$ cat config.mk
export PLATFORM = sky130hd
export DESIGN_NAME = sp_if_ddr_acc_resp
export DESIGN_NICKNAME = d
export VERILOG_FILES = /design/src/rtl/sp_if_ddr_acc_resp.sv
export SDC_FILE = /design/constraint.sdc
export NUM_CORES = 1
export LEC_CHECK = 0
export ABC_AREA = 1
export BUFFER_PORTS_ARGS = -buffer_cell sky130_fd_sc_hd__clkbuf_2
export CAP_MARGIN = 40
export CORE_AREA = 2 2 241 243
export CTS_BUF_LIST = sky130_fd_sc_hd__clkbuf_8
export DETAILED_ROUTE_END_ITERATION = 8
export DIE_AREA = 0 0 243 245
export HOLD_SLACK_MARGIN = 0.05
export PLACE_DENSITY = 0.41
export SYNTH_ARGS = -nofsm -noshare
export SYNTH_HDL_FRONTEND = slang
export SYNTH_SLANG_ARGS = --single-unit
$ cat constraint.sdc
create_clock -name i_clk156m -period 15.3 [get_ports i_clk156m]
set_input_delay 2.295 -clock i_clk156m [delete_from_list [all_inputs] [get_ports i_clk156m]]
set_output_delay 2.295 -clock i_clk156m [all_outputs]
set_load 0.01 [all_outputs]
$ cat src/rtl/sp_if_ddr_acc_resp.sv
`default_nettype none
// ============================================================================
// sp_if_ddr_acc_resp : SP-IF DDR access responder, Avalon-MM burst engine.
// Rev 1.0 | optional stall watchdog enabled by defining SP_IF_DDR_TMO_EN
// ============================================================================
module sp_if_ddr_acc_resp #(
   parameter int unsigned P_BURST_MAX  = 16,
   parameter logic [26:0] P_AREA_WORDS = 27'h0100000,
   parameter logic [15:0] P_TMO_CYC    = 16'hFFFF
) (
   input  logic         i_clk156m,
   input  logic         i_arst,
   input  logic         i_ddr_start,
   input  logic         i_ddr_wxr,
   input  logic [3:0]   i_ddr_area,
   input  logic [26:0]  i_ddr_addr,
   input  logic [31:0]  i_ddr_size,
   output logic         o_ddr_endp,
   output logic         o_busy,
   output logic [26:0]  o_avm_address,
   output logic         o_avm_read,
   output logic         o_avm_write,
   output logic [4:0]   o_avm_burstcount,
   output logic [127:0] o_avm_writedata,
   input  logic         i_avm_waitrequest,
   input  logic [127:0] i_avm_readdata,
   input  logic         i_avm_readdatavalid,
   input  logic [127:0] i_txd_data,
   input  logic         i_txd_valid,
   output logic         o_txd_ready,
   output logic [127:0] o_rxd_data,
   output logic         o_rxd_valid,
   output logic         o_rxd_last,
   output logic         o_tmo_err
);

   localparam logic [2:0] S_IDLE     = 3'd0;
   localparam logic [2:0] S_LOAD     = 3'd1;
   localparam logic [2:0] S_RD_REQ   = 3'd2;
   localparam logic [2:0] S_RD_WAIT  = 3'd3;
   localparam logic [2:0] S_WR_BURST = 3'd4;
   localparam logic [2:0] S_DONE     = 3'd5;

   localparam logic [4:0] c_BURST_MAX = 5'(P_BURST_MAX);

   logic [2:0]   r_state;
   logic [2:0]   w_state_nxt;
   logic         r_start_d;
   logic         r_wxr;
   logic [26:0]  r_addr;
   logic [27:0]  r_rem;
   logic [4:0]   r_blen;
   logic [4:0]   r_beat;
   logic [127:0] r_rxd_data;
   logic         r_rxd_valid;
   logic         r_rxd_last;

   logic         w_start_edge;
   logic [1:0]   w_area_sel;
   logic [26:0]  w_area_off;
   logic [26:0]  w_base;
   logic [4:0]   w_blen;
   logic         w_busy;
   logic         w_rd_acc;
   logic         w_rd_beat;
   logic         w_wr_beat;
   logic         w_beat;
   logic         w_burst_end;
   logic         w_cmd_end;
   logic         w_tmo_hit;
   logic [3:0]   w_unused_size;

   assign w_start_edge = i_ddr_start & ~r_start_d;
   // Areas above 3 fold onto face 0.
   assign w_area_sel   = (i_ddr_area[3:2] == 2'b00) ? i_ddr_area[1:0] : 2'b00;
   assign w_area_off   = {25'd0, w_area_sel} * P_AREA_WORDS;
   assign w_base       = i_ddr_addr + w_area_off;
   assign w_blen       = (r_rem > {23'd0, c_BURST_MAX}) ? c_BURST_MAX : r_rem[4:0];
   assign w_unused_size = i_ddr_size[3:0];

   assign w_busy      = (r_state != S_IDLE) && (r_state != S_DONE);
   assign w_rd_acc    = (r_state == S_RD_REQ) & ~i_avm_waitrequest;
   assign w_rd_beat   = (r_state == S_RD_WAIT) & i_avm_readdatavalid;
   assign w_wr_beat   = (r_state == S_WR_BURST) & i_txd_valid & ~i_avm_waitrequest;
   assign w_beat      = w_rd_beat | w_wr_beat;
   assign w_burst_end = w_beat && ((r_beat + 5'd1) == r_blen);
   assign w_cmd_end   = w_burst_end && (r_rem == {23'd0, r_blen});

`ifdef SP_IF_DDR_TMO_EN
   logic [15:0] r_tmo_cnt;
   logic        r_tmo_flag;
   logic        w_progress;

   assign w_progress = w_beat | w_rd_acc;
   assign w_tmo_hit  = w_busy & (r_tmo_cnt == P_TMO_CYC);

   always_ff @(posedge i_clk156m or posedge i_arst) begin
      if (i_arst) begin
         r_tmo_cnt  <= '0;
         r_tmo_flag <= 1'b0;
      end else begin
         if (!w_busy || w_progress) begin
            r_tmo_cnt <= '0;
         end else if (!w_tmo_hit) begin
            r_tmo_cnt <= r_tmo_cnt + 16'd1;
         end
         if (r_state == S_IDLE) begin
            r_tmo_flag <= 1'b0;
         end else if (w_tmo_hit) begin
            r_tmo_flag <= 1'b1;
         end
      end
   end

   assign o_tmo_err = (r_state == S_DONE) & r_tmo_flag;
`else
   logic [15:0] w_unused_tmo;

   assign w_unused_tmo = P_TMO_CYC;
   assign w_tmo_hit    = 1'b0;
   assign o_tmo_err    = 1'b0;
`endif

   // Every burst returns through LOAD, which sets the fixed endp latency.
   always_comb begin
      w_state_nxt = r_state;
      case (r_state)
         S_IDLE:     if (w_start_edge) w_state_nxt = S_LOAD;
         S_LOAD: begin
            if (r_rem == 28'd0) begin
               w_state_nxt = S_DONE;
            end else if (r_wxr) begin
               w_state_nxt = S_WR_BURST;
            end else begin
               w_state_nxt = S_RD_REQ;
            end
         end
         S_RD_REQ:   if (w_rd_acc) w_state_nxt = S_RD_WAIT;
         S_RD_WAIT:  if (w_burst_end) w_state_nxt = S_LOAD;
         S_WR_BURST: if (w_burst_end) w_state_nxt = S_LOAD;
         S_DONE:     w_state_nxt = S_IDLE;
         default:    w_state_nxt = S_IDLE;
      endcase
      if (w_tmo_hit) w_state_nxt = S_DONE;
   end

   always_ff @(posedge i_clk156m or posedge i_arst) begin
      if (i_arst) begin
         r_state     <= S_IDLE;
         r_start_d   <= 1'b0;
         r_wxr       <= 1'b0;
         r_addr      <= '0;
         r_rem       <= '0;
         r_blen      <= '0;
         r_beat      <= '0;
         r_rxd_data  <= '0;
         r_rxd_valid <= 1'b0;
         r_rxd_last  <= 1'b0;
      end else begin
         r_state     <= w_state_nxt;
         r_start_d   <= i_ddr_start;
         r_rxd_valid <= w_rd_beat;
         r_rxd_last  <= w_rd_beat & w_cmd_end;
         if (w_rd_beat) r_rxd_data <= i_avm_readdata;

         if ((r_state == S_IDLE) && w_start_edge) begin
            r_wxr  <= i_ddr_wxr;
            r_addr <= w_base;
            r_rem  <= i_ddr_size[31:4];
         end

         if (r_state == S_LOAD) begin
            r_blen <= w_blen;
            r_beat <= '0;
         end else if (w_beat) begin
            r_beat <= r_beat + 5'd1;
         end

         if (w_burst_end) begin
            r_addr <= r_addr + {22'd0, r_blen};
            r_rem  <= r_rem - {23'd0, r_blen};
         end
      end
   end

   assign o_ddr_endp       = (r_state == S_DONE);
   assign o_busy           = w_busy;
   assign o_avm_address    = r_addr;
   assign o_avm_burstcount = r_blen;
   assign o_avm_read       = (r_state == S_RD_REQ);
   assign o_avm_write      = (r_state == S_WR_BURST) & i_txd_valid;
   assign o_avm_writedata  = (r_state == S_WR_BURST) ? i_txd_data : '0;
   assign o_txd_ready      = (r_state == S_WR_BURST) & ~i_avm_waitrequest;
   assign o_rxd_data       = r_rxd_data;
   assign o_rxd_valid      = r_rxd_valid;
   assign o_rxd_last       = r_rxd_last;

endmodule
`default_nettype wire
==> qor.yml <==
status:
  outcome: "complete, no violations"
logic_synthesis:
  synthSimpleGateAreaFrac: 0.393
  yosysTopAreaCell: "dfrtp_1"
  synth_xor_area_frac: 0.0175
  ys_types: 32
  synth_area_um2: 11500
  syn_nets: 2104
  avgSynthCellArea_um2: 6.52
  ys_ff_latch: 200
  seq_area_frac_synth: 0.435
  syn_inst: 1762
  netlist.area_leader.share: 0.435
  yosysWarnings: 0
  synth_area_leaders: "dfrtp_1 (44%), nand2_1 (27%), inv_1 (7.9%)"
  synth_mux_area_frac: 0
  synth_top_family_by_area: "simple AND/OR/NAND/NOR gates"
  synth-adder-area-share: 0.0194
  synth_compound_area_frac: 0.0281
drt:
  dr.pass1.iters: 5
  wl_per_cell_um: 16.0
  viasPerCell: 4.08
  drc: 0
  detail-route-antenna-nets: 0
  drt_wl_total_um: 49900
  vias: 12700
  dr.first_iter.drc_count: 636
job:
  cap_violations: 0
sta:
  fin_crit_sh: 0.342
  timing.slew.headroom: 0.446
  rsz0062_at_grt: "false"
  fin_tns_setup_ns: 0
  setup_viol: 0
  maxSlewViolCount: 0
  fmax_ghz: 0.191
  period_needed_ns: 5.23
  hold_violations: 0
  fin_worst_skew_ns: 0.0289
  worst_slew_pin_slew_ns: 0.828
  hold_ws_ns: 0.488
critical_path:
  cpMostUsedCell: "clkbuf_2"
  critPathSlowestCell: "nor2_1"
  timing.rr.end: "o_rxd_last"
  crit_chain: "clkbuf_2 > inv_1 > nor2_1 > clkbuf_2"
  r2r_slack_ns: 12.44
  cp.buffers_inverters: 3
  cp-start-kind: "primary input"
  max_stage_delay_ns: 0.31
  path_class: "primary input to primary output"
  cp_data_arrival_time_ns: 2.93
  crit_path_max_fanout: 1
  end_kind: "primary output"
  crit_required_ns: 13.01
  timing.reg2reg.worst_path_depth: 10
  r2r_start: "r_state[2]"
  cp_top_family: "buffers and inverters"
power:
  power.density_nw_per_um2: 162
  p_leak_nw: 9.86
  ir_drop_uv: 86.9
  fin_total_pwr_mw: 2.57
place:
  gp_congestion: 0.838
  dp_hpwl_um: 39200
  port_buffers: 616
global_route:
  grt_antenna_before_repair: 5
  gr-total-overflow: 0
  grt_pass1_wl_um: 75700
  grt_max_degree: 92
  grt_pass1_vias: 12600
  grt_usage: 0.166
finish:
  fillers: 6564
  diodes: 0
  final_cell_mix: "nand2_1 (824), clkbuf_2 (616), inv_1 (240)"
  mostFrequentLayoutCell: "nand2_1"
  drive_gt1_frac: 0.287
  final_nets: 2684
  syn_to_final_growth_pct: 38.0
floorplan:
  boundaryPins: 622
  rows: 88
  dieArea_um2: 59500
  die_x_um: 243
  initial_core_util: 0.202
  die_h_um: 245
  coreArea_um2: 57000
clock_tree:
  numCtsBuffers: 17
  clk_latency_ns: 0.59
  cts.hold.buffers_added: 0
  post_cts_resized: 0
  clock-sinks: 200
  ctsHtreeMaxLevel: 4
  cts-root-buf: "clkbuf_8"
  cts_tree: "built"
  clk_pin_slew_ns: 0.12
  cts_setup_buffers: 0
  clock_path_buffers: 2
worst_hold_path:
  holdPathEnd: "o_rxd_data[77]"
  hold_path.class: "register to register"
  hold_path_startpoint: "o_rxd_data[77]"
  hold_depth: 2
-- synthesized netlist by cell type, drive strengths merged --
cell type	count
o22ai	3
xnor2	8
nor3	8
o21ai	56
nand2	825
ha	13
dfrtp	200
conb	1
buf	22
clkbuf	44
nor3b	2
nor2	213
or2	5
nand4	13
a21oi	3
nand3b	6
and2	1
fa	3
inv	246
nand3	74
xor2	15
a31o	1
-- layer usage --
layer | track usage | vias up | wire (µm)
met1 | 0.213 | 5908 | 21900
met2 | 0.255 | 370 | 22400
met4 | 0.0549 | 8 | 1170
met5 | 0 | - | 46
met3 | 0.0653 | 51 | 4400
li1 | - | 6381 | -
-- worst max-delay path by stage --
stage / endpoint / from / slack, ns / cells past startpoint
floorplan: o_avm_address[0] / i_arst / 7.55 / 1
global placement: r_rem[25] / i_avm_readdatavalid / 9.74 / 11
detailed placement: o_txd_ready / i_avm_waitrequest / 10.10 / 3
CTS: o_txd_ready / i_avm_waitrequest / 10.09 / 3
global route: o_txd_ready / r_state[1] / 10.05 / 5
finish: o_avm_writedata[76] / i_txd_data[76] / 10.07 / 4
-- flip-flops by register name, summed over array words and instances, names as in the netlist --
| register | flops |
|---|---|
| o_rxd_last | 1 |
| r_rem | 28 |
| r_start_d | 1 |
| r_state | 3 |
| o_rxd_data | 128 |
| r_beat | 5 |
| o_avm_address | 27 |
| r_wxr | 1 |
| o_avm_burstcount | 5 |
| o_rxd_valid | 1 |
-- where the power goes --
| part | leakage [nW] | switching [mW] | internal, mW |
|---|---|---|---|
| Combinational | 7.08 | 0.755 | 0.435 |
| Sequential | 2.54 | 0.202 | 0.765 |
| Clock | 0.234 | 0.252 | 0.162 |
-- cell type report --
| cell class | count | area [µm²] | share of cell area |
|---|---|---|---|
| clock buffer | 17 | 234 | 0.0147 |
| clock inverter | 15 | 239 | 0.0151 |
| inverter | 246 | 933 | 0.0588 |
| multi-input combinational | 1250 | 5280 | 0.333 |
| sequential | 200 | 5000 | 0.315 |
| tap | 765 | 957 | 0.0603 |
| timing repair buffer | 627 | 3220 | 0.203 |
-- worst reg2reg max path, stage by stage, from the launching register on --
cell	delay, ns
dfrtp_1	0.49
inv_2	0.16
nand4_4	0.08
buf_4	0.33
nand2_1	0.27
nand2_1	0.09
inv_2	0.07
nand3_4	0.25
inv_2	0.64
nand2_1	0.18
nor2_1	0.23
-- logic make-up after synthesis --
family | Yosys count
buffers and inverters | 312
xor gates and xnor gates | 23
adders and majority gates | 16
DFF | 200
and+or+nand+nor | 1147
AOI/OAI and AO/OA | 63
other | 1
-- per-stage QoR --
| step | utilization | area (µm²) | instances | setup WS, ns |
|---|---|---|---|---|
| after CTS | 0.278 | 15900 | 3120 | 10.09 |
| after global placement | 0.269 | 15300 | 3085 | 9.74 |
| after floorplan | - | 11500 | 1762 | 7.55 |
| final | 0.278 | 15900 | 3120 | 10.07 |
| after detailed placement | 0.270 | 15400 | 3088 | 10.10 |
| after global routing | 0.278 | 15900 | 3120 | 10.05 |
(Power assumes the default switching activity.)
